## src/rtl/cs_window_param.sv

```systemverilog
// cs_window_param: parametrised sliding-window filter.
// Keeps the last DEPTH accepted samples, derives the window sum, the
// integer average and the largest sample not above that average (Xappr).
// It then registers Y = (sum + DEPTH*Xappr) >> DIV_SHIFT.
// Optional feature macro: CS_WINDOW_ROUND_EN. When it is defined, the final
// shift rounds half up instead of truncating.
//
// state | meaning
// ------+----------------------------------------------------------
// FILL  | fewer than DEPTH samples accepted since reset; out_valid = 0
// RUN   | window holds DEPTH real samples; out_valid = 1 until reset
module cs_window_param #(
    parameter int DW        = 8,
    parameter int DEPTH     = 9,
    parameter int DIV_SHIFT = 3,
    parameter int OW        = 10
) (
    input  logic          clk,
    input  logic          reset,
    input  logic          in_valid,
    input  logic [DW-1:0] X,
    output logic [OW-1:0] Y,
    output logic          out_valid
);

    localparam int SW = DW + $clog2(DEPTH);
    // One bit of headroom beyond sum + DEPTH*Xappr keeps the rounding term safe.
    localparam int IW = DW + $clog2(2 * DEPTH) + 1;
    localparam int CW = $clog2(DEPTH + 1);

    typedef enum logic {FILL, RUN} state_t;

    state_t        state, state_nxt;
    logic [CW-1:0] count, count_nxt;
    logic [DW-1:0] win     [DEPTH];
    logic [DW-1:0] win_nxt [DEPTH];
    logic [SW-1:0] sum, sum_nxt, avg;
    logic [DW-1:0] xappr;
    logic [IW-1:0] inter;
    logic [OW-1:0] y_nxt;

`ifdef CS_WINDOW_ROUND_EN
    localparam logic [IW-1:0] RND = (DIV_SHIFT > 0) ? (IW'(1) << (DIV_SHIFT - 1)) : '0;
`endif

    // Window after the candidate accept, plus the arithmetic that produces Y from it.
    always_comb begin
        win_nxt[0] = X;
        for (int i = 1; i < DEPTH; i++) begin
            win_nxt[i] = win[i-1];
        end
        sum_nxt = sum + SW'(X) - SW'(win[DEPTH-1]);
        avg     = sum_nxt / SW'(DEPTH);
        // Start from 0: the window minimum is always <= avg, so a zero start never wins wrongly.
        xappr   = '0;
        for (int i = 0; i < DEPTH; i++) begin
            if ((SW'(win_nxt[i]) <= avg) && (win_nxt[i] > xappr)) begin
                xappr = win_nxt[i];
            end
        end
        inter = IW'(sum_nxt) + IW'(DEPTH) * IW'(xappr);
`ifdef CS_WINDOW_ROUND_EN
        inter = inter + RND;
`endif
        y_nxt = OW'(inter >> DIV_SHIFT);
    end

    // Window, running sum and output register; all hold while in_valid is low.
    always_ff @(posedge clk or negedge reset) begin
        if (!reset) begin
            for (int i = 0; i < DEPTH; i++) begin
                win[i] <= '0;
            end
            sum <= '0;
            Y   <= '0;
        end else if (in_valid) begin
            for (int i = 0; i < DEPTH; i++) begin
                win[i] <= win_nxt[i];
            end
            sum <= sum_nxt;
            Y   <= y_nxt;
        end
    end

    // Fill state register.
    always_ff @(posedge clk or negedge reset) begin
        if (!reset) begin
            state <= FILL;
            count <= '0;
        end else begin
            state <= state_nxt;
            count <= count_nxt;
        end
    end

    // Fill next-state: count accepts until DEPTH, then stay in RUN until reset.
    always_comb begin
        state_nxt = state;
        count_nxt = count;
        if (in_valid && (state == FILL)) begin
            count_nxt = count + CW'(1);
            if (count_nxt == CW'(DEPTH)) begin
                state_nxt = RUN;
            end
        end
    end

    assign out_valid = (state == RUN);

endmodule

```

## config.mk

```make
export PLATFORM = sky130hd
export DESIGN_NAME = cs_window_param
export DESIGN_NICKNAME = d
export VERILOG_FILES = /design/src/rtl/cs_window_param.sv
export SDC_FILE = /design/constraint.sdc
export NUM_CORES = 1
export LEC_CHECK = 0
export CAP_MARGIN = 20
export CORE_UTILIZATION = 55
export DETAILED_ROUTE_END_ITERATION = 8
export GPL_TIMING_DRIVEN = 0
export HOLD_SLACK_MARGIN = 0.15
export PLACE_DENSITY_LB_ADDON = 0.3
export SYNTH_ARGS = -nofsm -noshare
export SYNTH_HDL_FRONTEND = slang
export SYNTH_SLANG_ARGS = --single-unit
export TNS_END_PERCENT = 5
```

## constraint.sdc

```tcl
create_clock -name clk -period 25.7 [get_ports clk]
set_clock_uncertainty 0.2 [all_clocks]
set_input_delay 7.71 -clock clk [delete_from_list [all_inputs] [get_ports clk]]
set_output_delay 7.71 -clock clk [all_outputs]
set_load 0.01 [all_outputs]
```

==> results_dict.tcl <==
set metrics [dict create \
    placed_area_um2 12000 \
    clkSinkCount 99 \
    finalSetupViolations 10 \
    start_kind "input pin" \
    die_x_um 141 \
    final_area_um2 14600 \
    synth.distinct_cells 86 \
    hold_viol_final 0 \
    synth_edf_count 0 \
    vias 11600 \
    routed_wirelength_um 41200 \
    layout_common_cells "148 x buf_4, 127 x ha_1, 107 x inv_1" \
    layout-drive-gt1-share 0.347 \
    slew_viol_final 0 \
    finalWorstPathRequiredPeriod_ns 32.54 \
    die_area_um2 20000 \
    coreArea_um2 18900 \
    clk-insertion-delay-late_ns 0.36 \
    cap_violations 0 \
    tritoncts "yes" \
    synth_top_cell_by_area "dfrtp_1" \
    start_util 0.565 \
    violations "negative setup slack" \
    route.antenna.remaining_nets 0 \
    die_h_um 141 \
    yosys-top-cells-area "dfrtp_1 23%, ha_1 19%, mux2_2 6.9%, inv_1 4.4%, o21ai_0 4.0%" \
    io_pins 22 \
    relSlewSlack 0.328 \
    critPathMaxStageDelay_ns 0.82 \
    grt_overflow_total 0 \
    firstDrtPassIters 6 \
    synth_seq_cells 99 \
    final_common_cell "buf_4" \
    path_delay_family "compound AO/OA/AOI/OAI gates" \
    synthArstFlopShare 1.00 \
    drt_iter0_drc 1116 \
    critPathArrivalTime_ns 32.57 \
    synth_area_um2 10700 \
    synth.avg_cell_area_um2 8.60 \
    n_fill_cell 1095 \
    grt_max_degree 68 \
    vias_per_cell 6.81 \
    criticalPathCategory "in2reg" \
    final_nets 1617 \
    crit_required_ns 25.73 \
    ys.flop_type "dfrtp_1" \
    antenna_found_initial 2 \
    status "complete, but fails checks" \
    cts_buffers 9 \
    critPathSlowestCell "a311oi_1" \
    cts.clk_slew.worst_paths_ns 0.08 \
    placementRows 50 \
    endpoint_kind "flip-flop" \
    syn_nets 1427 \
    cp_common_cell "buf_4" \
    synth_seq_area_share 0.232 \
    worst_pin_slew_ns 1.00 \
    finalSetupTns_ns -66.42 \
    hp-class "reg2reg" \
    wl_per_cell_um 24.3 \
    gp_congestion 0.915 \
    drc_errors 0 \
    yosys_warnings 0 \
    grt_pass1_vias 10700 \
    track_usage 0.360 \
    rsz0062_at_grt "yes" \
    area_growth_pct 36.3 \
    io_buffers 20 \
    synthCells 1242 \
    period_share 1.27 \
    root_buffer "clkbuf_16" \
    grt_pass1_wl_um 55600 \
    path_max_fanout 7 \
    dp_hpwl_um 23300 \
    fmaxAchievable_mhz 30.7 \
    cts_buffer_depth 2 \
    cts.htree.levels 3 \
    critPathBufInv 35 \
    yosysTopAreaCellShare 0.232 \
    setup_slack_ns -6.84 \
]
flip-flops by register name (all words and copies together) (netlist names):
name	flops
out_valid	1
count	4
Y	10
win	72
sum	12
per-stage QoR:
step / cells / setup WS [ns] / hold WS (ns) / utilization
after floorplan: 1242 / -4.85 / 0.250 / -
after global placement: 1522 / -10.13 / 0.265 / 0.634
after detailed placement: 1526 / -10.31 / 0.268 / 0.637
after CTS: 1657 / -5.13 / 0.285 / 0.734
after global routing: 1697 / -8.06 / 0.316 / 0.770
final: 1699 / -6.84 / 0.286 / 0.770
metal layers:
layer | GRT usage | share of wire
met4 | 0.221 | 0.084
met2 | 0.610 | 0.46
met1 | 0.435 | 0.36
met3 | 0.0520 | 0.099
met5 | 0 | 0
layout make-up:
cell class	instances	area, µm²	share of cell area
tap	260	325	0.0224
multi-input combinational	978	9150	0.629
sequential	99	2480	0.170
clock buffer	10	239	0.0164
antenna	2	5.00	0.000344
buffer	33	238	0.0163
inverter	130	517	0.0355
timing repair buffer	181	1510	0.104
clock inverter	6	95.1	0.00653
synthesized netlist by cell type, types with 6 or more instances:
| master | count |
|---|---|
| ha_1 | 161 |
| inv_1 | 126 |
| nand2_1 | 100 |
| dfrtp_1 | 99 |
| o21ai_0 | 85 |
| a21oi_1 | 84 |
| mux2_2 | 65 |
| nor2_1 | 59 |
| nand3_1 | 43 |
| a21o_1 | 35 |
| nor3_1 | 29 |
| o21a_1 | 29 |
| xnor2_1 | 24 |
| clkbuf_1 | 22 |
| mux2i_1 | 21 |
| nor2b_1 | 20 |
| nand2b_1 | 16 |
| nand4_1 | 16 |
| fa_1 | 13 |
| or3_1 | 13 |
| a211oi_1 | 11 |
| and3_1 | 9 |
| xor2_1 | 9 |
| o31ai_1 | 8 |
| nor4_1 | 7 |
| o2111ai_1 | 6 |
cells by family (layout without fill, tap and decap cells):
group,after synthesis,in the layout,synth area share
AO/OA/AOI/OAI,342,342,0.216
flip-flops,99,99,0.232
other,0,2,0
AND/OR/NAND/NOR,335,335,0.154
multiplexers,90,90,0.0937
XOR/XNOR,33,33,0.0271
buffers and inverters,165,360,0.0602
adder cells (fa/ha/maj),178,178,0.217
path summary, 6_finish.rpt:
kind	from	end	slack, ns	cells after the start
worst max-delay path	X[5]	Y[9]$_DFFE_PN0P_	-6.84	142
worst min-delay path	Y[5]$_DFFE_PN0P_	Y[5]$_DFFE_PN0P_	0.29	1
worst max register to register	win[0]$_DFFE_PN0P_	Y[9]$_DFFE_PN0P_	0.04	142
worst min register to register	Y[5]$_DFFE_PN0P_	Y[5]$_DFFE_PN0P_	0.29	1
max in group asynchronous	reset	win[43]$_DFFE_PN0P_	17.51	2
min in group asynchronous	reset	Y[5]$_DFFE_PN0P_	7.10	1
what timing repair did:
action	CTS	global route
buffers inserted	112	40
gates resized for setup	176	82
cloned	4	0
pin swaps	133	80
hold buffers	0	0
setup endpoints to repair	10	10
worst register-to-register path, delay by kind of cell, from the launching register on:
kind | cells | cell delay [ns]
AO/OA/AOI/OAI | 52 | 9.98
XOR/XNOR | 3 | 0.28
adder cells (fa/ha/maj) | 16 | 4.39
buffers and inverters | 33 | 4.31
flip-flops | 1 | 0.45
multiplexers | 5 | 1.17
AND/OR/NAND/NOR | 33 | 4.71
Power is left out: the tool's default activity adds up to more than one toggle a clock period on the data nets, which glitch-free logic cannot reach.
